$ cat src/rtl/reg_scoreboard_ctl.sv
// reg_scoreboard_ctl: per-register pending-write scoreboard and ID issue controller.
// Each architectural register r=1..31 has a small counter of in-flight writers.
// ID stalls on RAW against a pending writer, on writer-count saturation, or
// while a serializing instruction waits for the pipeline to drain.
// Optional build macro SCOREBOARD_STATS_EN adds a saturating stall_cycles counter.
module reg_scoreboard_ctl #(
  parameter int CNT_W        = 2,
  parameter int MAX_INFLIGHT = 3
) (
  input  logic        clk,
  input  logic        reset_n,
  input  logic        id_valid,
  input  logic [4:0]  id_rs1,
  input  logic        id_en_rs1,
  input  logic [4:0]  id_rs2,
  input  logic        id_en_rs2,
  input  logic [4:0]  id_rd,
  input  logic        id_en_rd,
  input  logic        id_serialize,
  input  logic        ex_ready,
  input  logic        wb_retire,
  input  logic [4:0]  wb_rd,
  input  logic        wb_en_rd,
  output logic        stall_id,
  output logic        id_fire,
  output logic [31:0] busy_mask,
  output logic        drain_active
`ifdef SCOREBOARD_STATS_EN
  ,
  output logic [31:0] stall_cycles
`endif
);

  typedef enum logic {
    ST_RUN   = 1'b0,
    ST_DRAIN = 1'b1
  } state_t;

  logic [31:0][CNT_W-1:0] cnt_q;
  logic [31:0][CNT_W-1:0] cnt_d;
  state_t                 state_q;
  state_t                 state_d;
  logic [31:0]            busy;
  logic                   raw_hz;
  logic                   sat_hz;
  logic                   ser_hz;
  logic                   any_busy;

  // Per-register next-count: simultaneous issue and retire cancel, underflow holds at zero.
  for (genvar gi = 0; gi < 32; gi++) begin : g_cnt
    if (gi == 0) begin : g_x0
      assign cnt_d[gi] = '0;
      assign busy[gi]  = 1'b0;
    end else begin : g_xr
      logic inc_w;
      logic dec_w;
      assign inc_w = id_fire && id_en_rd && (id_rd == 5'(gi));
      assign dec_w = wb_retire && wb_en_rd && (wb_rd == 5'(gi));
      assign cnt_d[gi] = (inc_w == dec_w)    ? cnt_q[gi] :
                         inc_w               ? cnt_q[gi] + CNT_W'(1) :
                         (cnt_q[gi] == '0)   ? cnt_q[gi] :
                                               cnt_q[gi] - CNT_W'(1);
      assign busy[gi] = (cnt_q[gi] != '0);
    end
  end

  assign any_busy = (busy != 32'd0);

  // Hazard detection and issue decision, purely from current state and ID fields.
  always_comb begin
    raw_hz = id_valid &&
             ((id_en_rs1 && (id_rs1 != 5'd0) && (cnt_q[id_rs1] != '0)) ||
              (id_en_rs2 && (id_rs2 != 5'd0) && (cnt_q[id_rs2] != '0)));
    sat_hz = id_valid && id_en_rd && (id_rd != 5'd0) &&
             (cnt_q[id_rd] == CNT_W'(MAX_INFLIGHT));
    ser_hz = id_valid && id_serialize && ((state_q == ST_DRAIN) || any_busy);
    stall_id = raw_hz || sat_hz || ser_hz;
    id_fire  = id_valid && !stall_id && ex_ready;
  end

  // Drain sequencing: enter when a serializer meets busy registers, leave once all are idle.
  always_comb begin
    state_d = state_q;
    case (state_q)
      ST_RUN:   if (id_valid && id_serialize && any_busy) state_d = ST_DRAIN;
      ST_DRAIN: if (!any_busy) state_d = ST_RUN;
      default:  state_d = ST_RUN;
    endcase
  end

  // Scoreboard counters and FSM state.
  always_ff @(posedge clk or negedge reset_n) begin
    if (!reset_n) begin
      cnt_q   <= '0;
      state_q <= ST_RUN;
    end else begin
      cnt_q   <= cnt_d;
      state_q <= state_d;
    end
  end

  assign busy_mask    = busy;
  assign drain_active = (state_q == ST_DRAIN);

`ifdef SCOREBOARD_STATS_EN
  logic [31:0] stall_cycles_q;
  logic [31:0] stall_cycles_d;

  // Count cycles where a valid ID instruction is held, saturating at all-ones.
  always_comb begin
    stall_cycles_d = stall_cycles_q;
    if (id_valid && stall_id && (stall_cycles_q != 32'hFFFF_FFFF))
      stall_cycles_d = stall_cycles_q + 32'd1;
  end

  // Stall statistics register.
  always_ff @(posedge clk or negedge reset_n) begin
    if (!reset_n) stall_cycles_q <= 32'd0;
    else          stall_cycles_q <= stall_cycles_d;
  end

  assign stall_cycles = stall_cycles_q;
`endif

endmodule

$ cat config.mk
export PLATFORM = sky130hd
export DESIGN_NAME = reg_scoreboard_ctl
export DESIGN_NICKNAME = d
export VERILOG_FILES = /design/src/rtl/reg_scoreboard_ctl.sv
export SDC_FILE = /design/constraint.sdc
export NUM_CORES = 1
export LEC_CHECK = 0
export CORE_MARGIN = 5
export CORE_UTILIZATION = 50
export CTS_CLUSTER_SIZE = 16
export DETAILED_ROUTE_END_ITERATION = 12
export DONT_BUFFER_PORTS = 1
export GPL_TIMING_DRIVEN = 0
export MAX_ROUTING_LAYER = met4
export PLACE_DENSITY = 0.68
export RECOVER_POWER = 50
export SLEW_MARGIN = 25
export SYNTH_ARGS = -nofsm -noshare
export SYNTH_HDL_FRONTEND = slang
export SYNTH_SLANG_ARGS = --single-unit
$ cat constraint.sdc
create_clock -name clk -period 2.9 [get_ports clk]
set_clock_uncertainty 0.2 [all_clocks]
set_input_delay 0.29 -clock clk [delete_from_list [all_inputs] [get_ports clk]]
set_output_delay 0.29 -clock clk [all_outputs]
set_load 0.1 [all_outputs]
# After elaboration in Yosys (flattened, before gate mapping)
# Index checks and enable logic that the tools add are counted.
totals:
  reg_bits: 63
  in_bits: 30
  output_inout_bits: 35
  word_cells: 506
op_classes:
  n_addsub: 62
  magnitude_cmp: 3
  n_eq_ne: 125
  n_mux: 71
  n_bitwise: 32
  n_reduce_logical: 181
op_table:
  columns: ["op", "n"]
  rows:
  - ["$eq A5 B5 Y1 const B", 32]
  - ["$mux W2", 65]
  - ["$eq A5 B4 Y1 const B", 16]
  - ["$logic_and A1 B1 Y1", 77]
  - ["$reduce_bool A2 Y1", 33]
  - ["$add A2 B1 Y2 const B", 31]
  - ["$logic_not A2 Y1", 31]
  - ["$ne A2 B2 Y1 const B", 31]
  - ["$reduce_and A2 Y1", 31]
  - ["$sub A2 B1 Y2 const B", 31]
  - ["$eq A5 B3 Y1 const B", 8]
  - ["$not A1 Y1", 32]
  - ["$reduce_bool A32 Y1", 1]
  - ["$eq A1 B1 Y1", 31]
  - ["$bmux W2 S5", 3]
  - ["$eq A5 B2 Y1 const B", 4]
  - ["$lt A5 B6 Y1 const B", 3]
  - ["$reduce_bool A5 Y1", 3]
  - ["$eq A5 B1 Y1 const B", 2]
  - ["$logic_or A1 B1 Y1", 4]
  - ["$eq A2 B2 Y1 const B", 1]
  - ["$mux W1", 2]
  - ["$pmux W1 S2", 1]
  - ["$logic_not A1 Y1", 1]

# Depth between registers and ports, before layout
logic_depth:
  ltp_word: 16
  ltp_mapped: 12
  mapped_depth_nobuf: 8

# Worst setup path after synthesis
# OpenSTA, ideal clock, no wires.
synth_path:
  kind: "register -> output"
  startpoint: "reg cnt_q[4] in the netlist's numbering"
  endpoint: "out id_fire"
  arrival_ps: 4782
  t_required_ps: 2410
  path_slack_ps: -2372
  stages_incl_launch_ff: 9
  path_buffers: 1
  cell_sequence: "dfrtp_1 -> or2_2 -> a311o_1 -> o311ai_0 -> a211oi_4 -> buf_6 -> nor2_2 -> nand3_1 -> nor2_1"
synth_via:
  word_cells_on_any_way: 23
  cone_classes: "1 x eq/ne; 6 x mux; 16 x reduce/logical"
synth_lines:
  columns: ["element", "line", "source"]
  rows:
  - ["from (decl)", "39", "logic [31:0][CNT_W-1:0] cnt_q;"]
  - ["from (signal assigned)", "97", "cnt_q <= cnt_d;"]
  - ["$reduce_bool A2 Y1", "63", "assign busy[gi] = (cnt_q[gi] != '0);"]
  - ["via busy_mask[2]", "26", "output logic [31:0] busy_mask,"]
  - ["$reduce_bool A32 Y1", "67", "assign any_busy = (busy != 32'd0);"]
  - ["$logic_or A1 B1 Y1", "76", "ser_hz = id_valid && id_serialize && ((state_q == ST_DRAIN) || any_busy);"]
  - ["$logic_and A1 B1 Y1", "76", null]
  - ["$logic_or A1 B1 Y1", "77", "stall_id = raw_hz || sat_hz || ser_hz;"]
  - ["via stall_id", "24", "output logic stall_id,"]
  - ["$logic_not A1 Y1", "78", "id_fire = id_valid && !stall_id && ex_ready;"]
  - ["$logic_and A1 B1 Y1 (2 in a row)", "78", null]
  - ["to (decl)", "25", "output logic id_fire,"]
# The timed path passes the listed nets, and every way through them passes these cells. The select of a mux whose other input is x is not followed.

# Worst setup path after layout
layout_path:
  startpoint: "reg cnt_q[58] in the netlist's numbering"
  endpoint: "out id_fire"
# The elaborated chain is that of the path after synthesis.

==> metrics.cfg <==
[outcome]
status = finished with violations
violations = capacitance limit, slew limit, setup timing

[clocking]
cts_buffers = 9
clock-sinks = 63
worstSkewPairLatency_ns = 0.35
clock-root-buffer = clkbuf_16
cts_buffer_depth = 2
cts_tree = yes
clk_pin_slew_worst_paths_ns = 0.06
cts_max_level = 3

[timing]
finalHoldViolations = 0
worst_pin_slew_ns = 1.75
finalSetupViolCount = 64
slew_viol_final = 64
whs_ns = 0.0542
final.setup.worst_slack_ns = -1.03
rsz0062_at_grt = true
relSlewSlack_pct = -16.4
fmax_mhz = 254
finalCritPeriodShare_pct = 136
fin_setup_tns_ns = -26.59
period_needed_ns = 3.93

[worst_setup_path]
cp_common_cell = nor2_4
reg2regPathDepth = 13
timing.rr.end = cnt_q[42]
rrSetupSlack_ns = -0.63
worst_path_max_delay_cell = nor2_4
cp.required_ns = 2.41
cp_max_fo = 9
crit_path_start_kind = flop
crit_chain = or2_4, mux4_2, mux2i_4, mux2_4, a211oi_4, buf_6, nor2_4, nand3_4, nor2_4
worstReg2RegStart = cnt_q[58]
max_stage_delay_ns = 0.60
crit_arrival_ns = 3.44
cp-end-kind = output pin
worstSetupPathType = reg2out
critPathLaunch = cnt_q[58]
crit_buf_inv = 1
critPathTopFamily = simple AND/OR/NAND/NOR gates

[global_route]
antenna_found_initial = 0
grt_pass1_wl_um = 34000
grt_pass1_vias = 6140
grt_max_degree = 64
grt_use_total_pct = 32.0
grt_overflow = 0

[yosys]
yosysWarningCount = 0
syn_area_um2 = 5770
ys_types = 68
async_reset_ff_share_pct = 100
synth_edf_count = 0
synth_seq_cells = 63
netlist_instances = 776
synth.largest_area_cell = dfrtp_1
synth.avg_cell_area_um2 = 7.43
synth_nets = 806
yosys-top-cells-area = dfrtp_1 27%, nand2_1 7.6%, nor2_1 6.4%
synth_top_cell_area_share_pct = 27.3
synthFlopType = dfrtp_1
ys_seq_area_share_pct = 27.3

[cells_and_area]
area_growth_pct = 27.0
final_common_cell = nand2_1
fin_cells = 979
nNetsFinal = 861
drive_above_1_share_pct = 24.2
fill_cells = 966
antennaDiodeCount = 0
most-common-layout-cells = 117 x nand2_1, 91 x nor2_1, 50 x nand3_1

[die]
die-area_um2 = 13800
initial_utilization_pct = 50.7
ios = 65
rows = 39
core_area_um2 = 11400
die_h_um = 117
fp.dieW_um = 117

[route]
drt_pass1_iterations = 5
viasPerCell = 6.63
drc = 0
dr.first_iter.drc_count = 617
wirelength_um = 22200
routedWlPerCell_um = 22.6
ant_nets = 0
vias = 6487

[placed_design]
dp_hpwl_um = 15500
dp_cells = 919
dp_slack_ns = -1.08
gp_congestion = 0.991
io_buffer_count = 0

[power_and_ir_drop]
combPwrFrac_pct = 34.0
net-switching-power_uw = 1310
p_per_area_nw_per_um2 = 452
clock_power_share_pct = 35.0
p_leak_uw = 0.00309
internal-power_uw = 2010
peakVddDrop_mv = 0.265
switching_share_pct = 39.5
seq_power_share_pct = 31.0

[min_path]
hp-start = wb_rd[2]
whs_path_depth = 4
hold_end = cnt_q[53]
hold_class = in2reg

[job]
maxCapViolCount = 1

-- worst reg2reg max path: cells and delay by family, from the launching register on --
| family | cells | cell delay, ns |
|---|---|---|
| multiplexers | 3 | 0.91 |
| flip-flops | 1 | 0.47 |
| AND/OR/NAND/NOR | 3 | 0.88 |
| AO/OA/AOI/OAI | 2 | 0.22 |
| buffers and inverters | 5 | 0.75 |
-- cells in the mapped netlist, drive strengths merged (15+ instances only) --
master / instances
nand2: 117
and2: 25
nor2: 99
o2111ai: 18
nor3b: 17
nand3: 57
nand3b: 17
and3: 18
buf: 16
mux4: 15
o21ai: 49
clkbuf: 29
inv: 30
nor3: 30
dfrtp: 63
-- kinds of logic (layout without fill, tap and decap cells) --
| family | count (synthesis) | count (layout) | synth area share [%] |
|---|---|---|---|
| simple gates | 454 | 454 | 39.7 |
| other cells | 1 | 1 | 0.0650 |
| flops | 63 | 63 | 27.3 |
| buf+inv | 75 | 135 | 5.38 |
| xor+xnor | 5 | 5 | 0.759 |
| compound gates | 147 | 147 | 17.9 |
| mux | 31 | 31 | 8.83 |
-- layer usage --
| metal | GRT usage, % | up-vias | part of all wire [%] |
|---|---|---|---|
| li1 | - | 2927 | - |
| met1 | 41.8 | 3110 | 40 |
| met2 | 47.2 | 379 | 46 |
| met3 | 7.07 | 71 | 10 |
| met4 | 14.8 | 0 | 3.8 |
| met5 | - | - | 0 |
-- area by class of cell --
cell class / count / area, µm² / share of cell area [%]
plain buffers: 39 / 244 / 3.33
clock buffers: 13 / 270 / 3.69
clock inverters: 3 / 40.0 / 0.546
inverters: 30 / 113 / 1.54
multi-input cells: 638 / 4400 / 60.1
flip-flops and latches: 63 / 1600 / 21.8
well taps: 143 / 179 / 2.44
repair buffers: 50 / 484 / 6.61
-- registers in the layout (all words and copies together), names as in the netlist --
register,count
drain_active,1
cnt_q,62
-- power by group through the flow --
stage / Clock [µW] / Combinational [µW] / Sequential (µW)
floorplan: 0 / 800 / 1000
global placement: 0 / 923 / 1030
detailed placement: 0 / 937 / 1030
CTS: 1160 / 1050 / 1020
global route: 1200 / 1180 / 1040
finish: 1160 / 1130 / 1030
-- timing repair --
item | in CTS | in global routing
endpoints found under the setup margin | 64 | 64
hold buffers | 4 | 0
gates resized for setup | 119 | 46
buffers inserted | 20 | 24
gates cloned | 3 | 0
endpoints found under the hold margin | 64 | 0
pin swaps | 27 | 25
-- metrics by stage --
step	total power [µW]	utilization (%)	cell area, µm²
2_1_floorplan	1800	-	5840
3_3_place_gp	1950	52.9	6010
4_1_cts	3230	61.3	6970
3_5_place_dp	1960	52.9	6010
6_report	3320	64.5	7330
5_1_grt	3420	64.5	7330
-- how the worst max path moves through the flow --
stage / to / slack (ns) / depth (start not counted)
6_report: id_fire / -1.03 / 9
5_1_grt: id_fire / -1.12 / 9
4_1_cts: id_fire / -1.02 / 10
3_5_place_dp: id_fire / -1.08 / 10
3_3_place_gp: id_fire / -1.05 / 10
2_1_floorplan: id_fire / -0.58 / 10
Note: power is estimated with default switching activity, not from simulation.
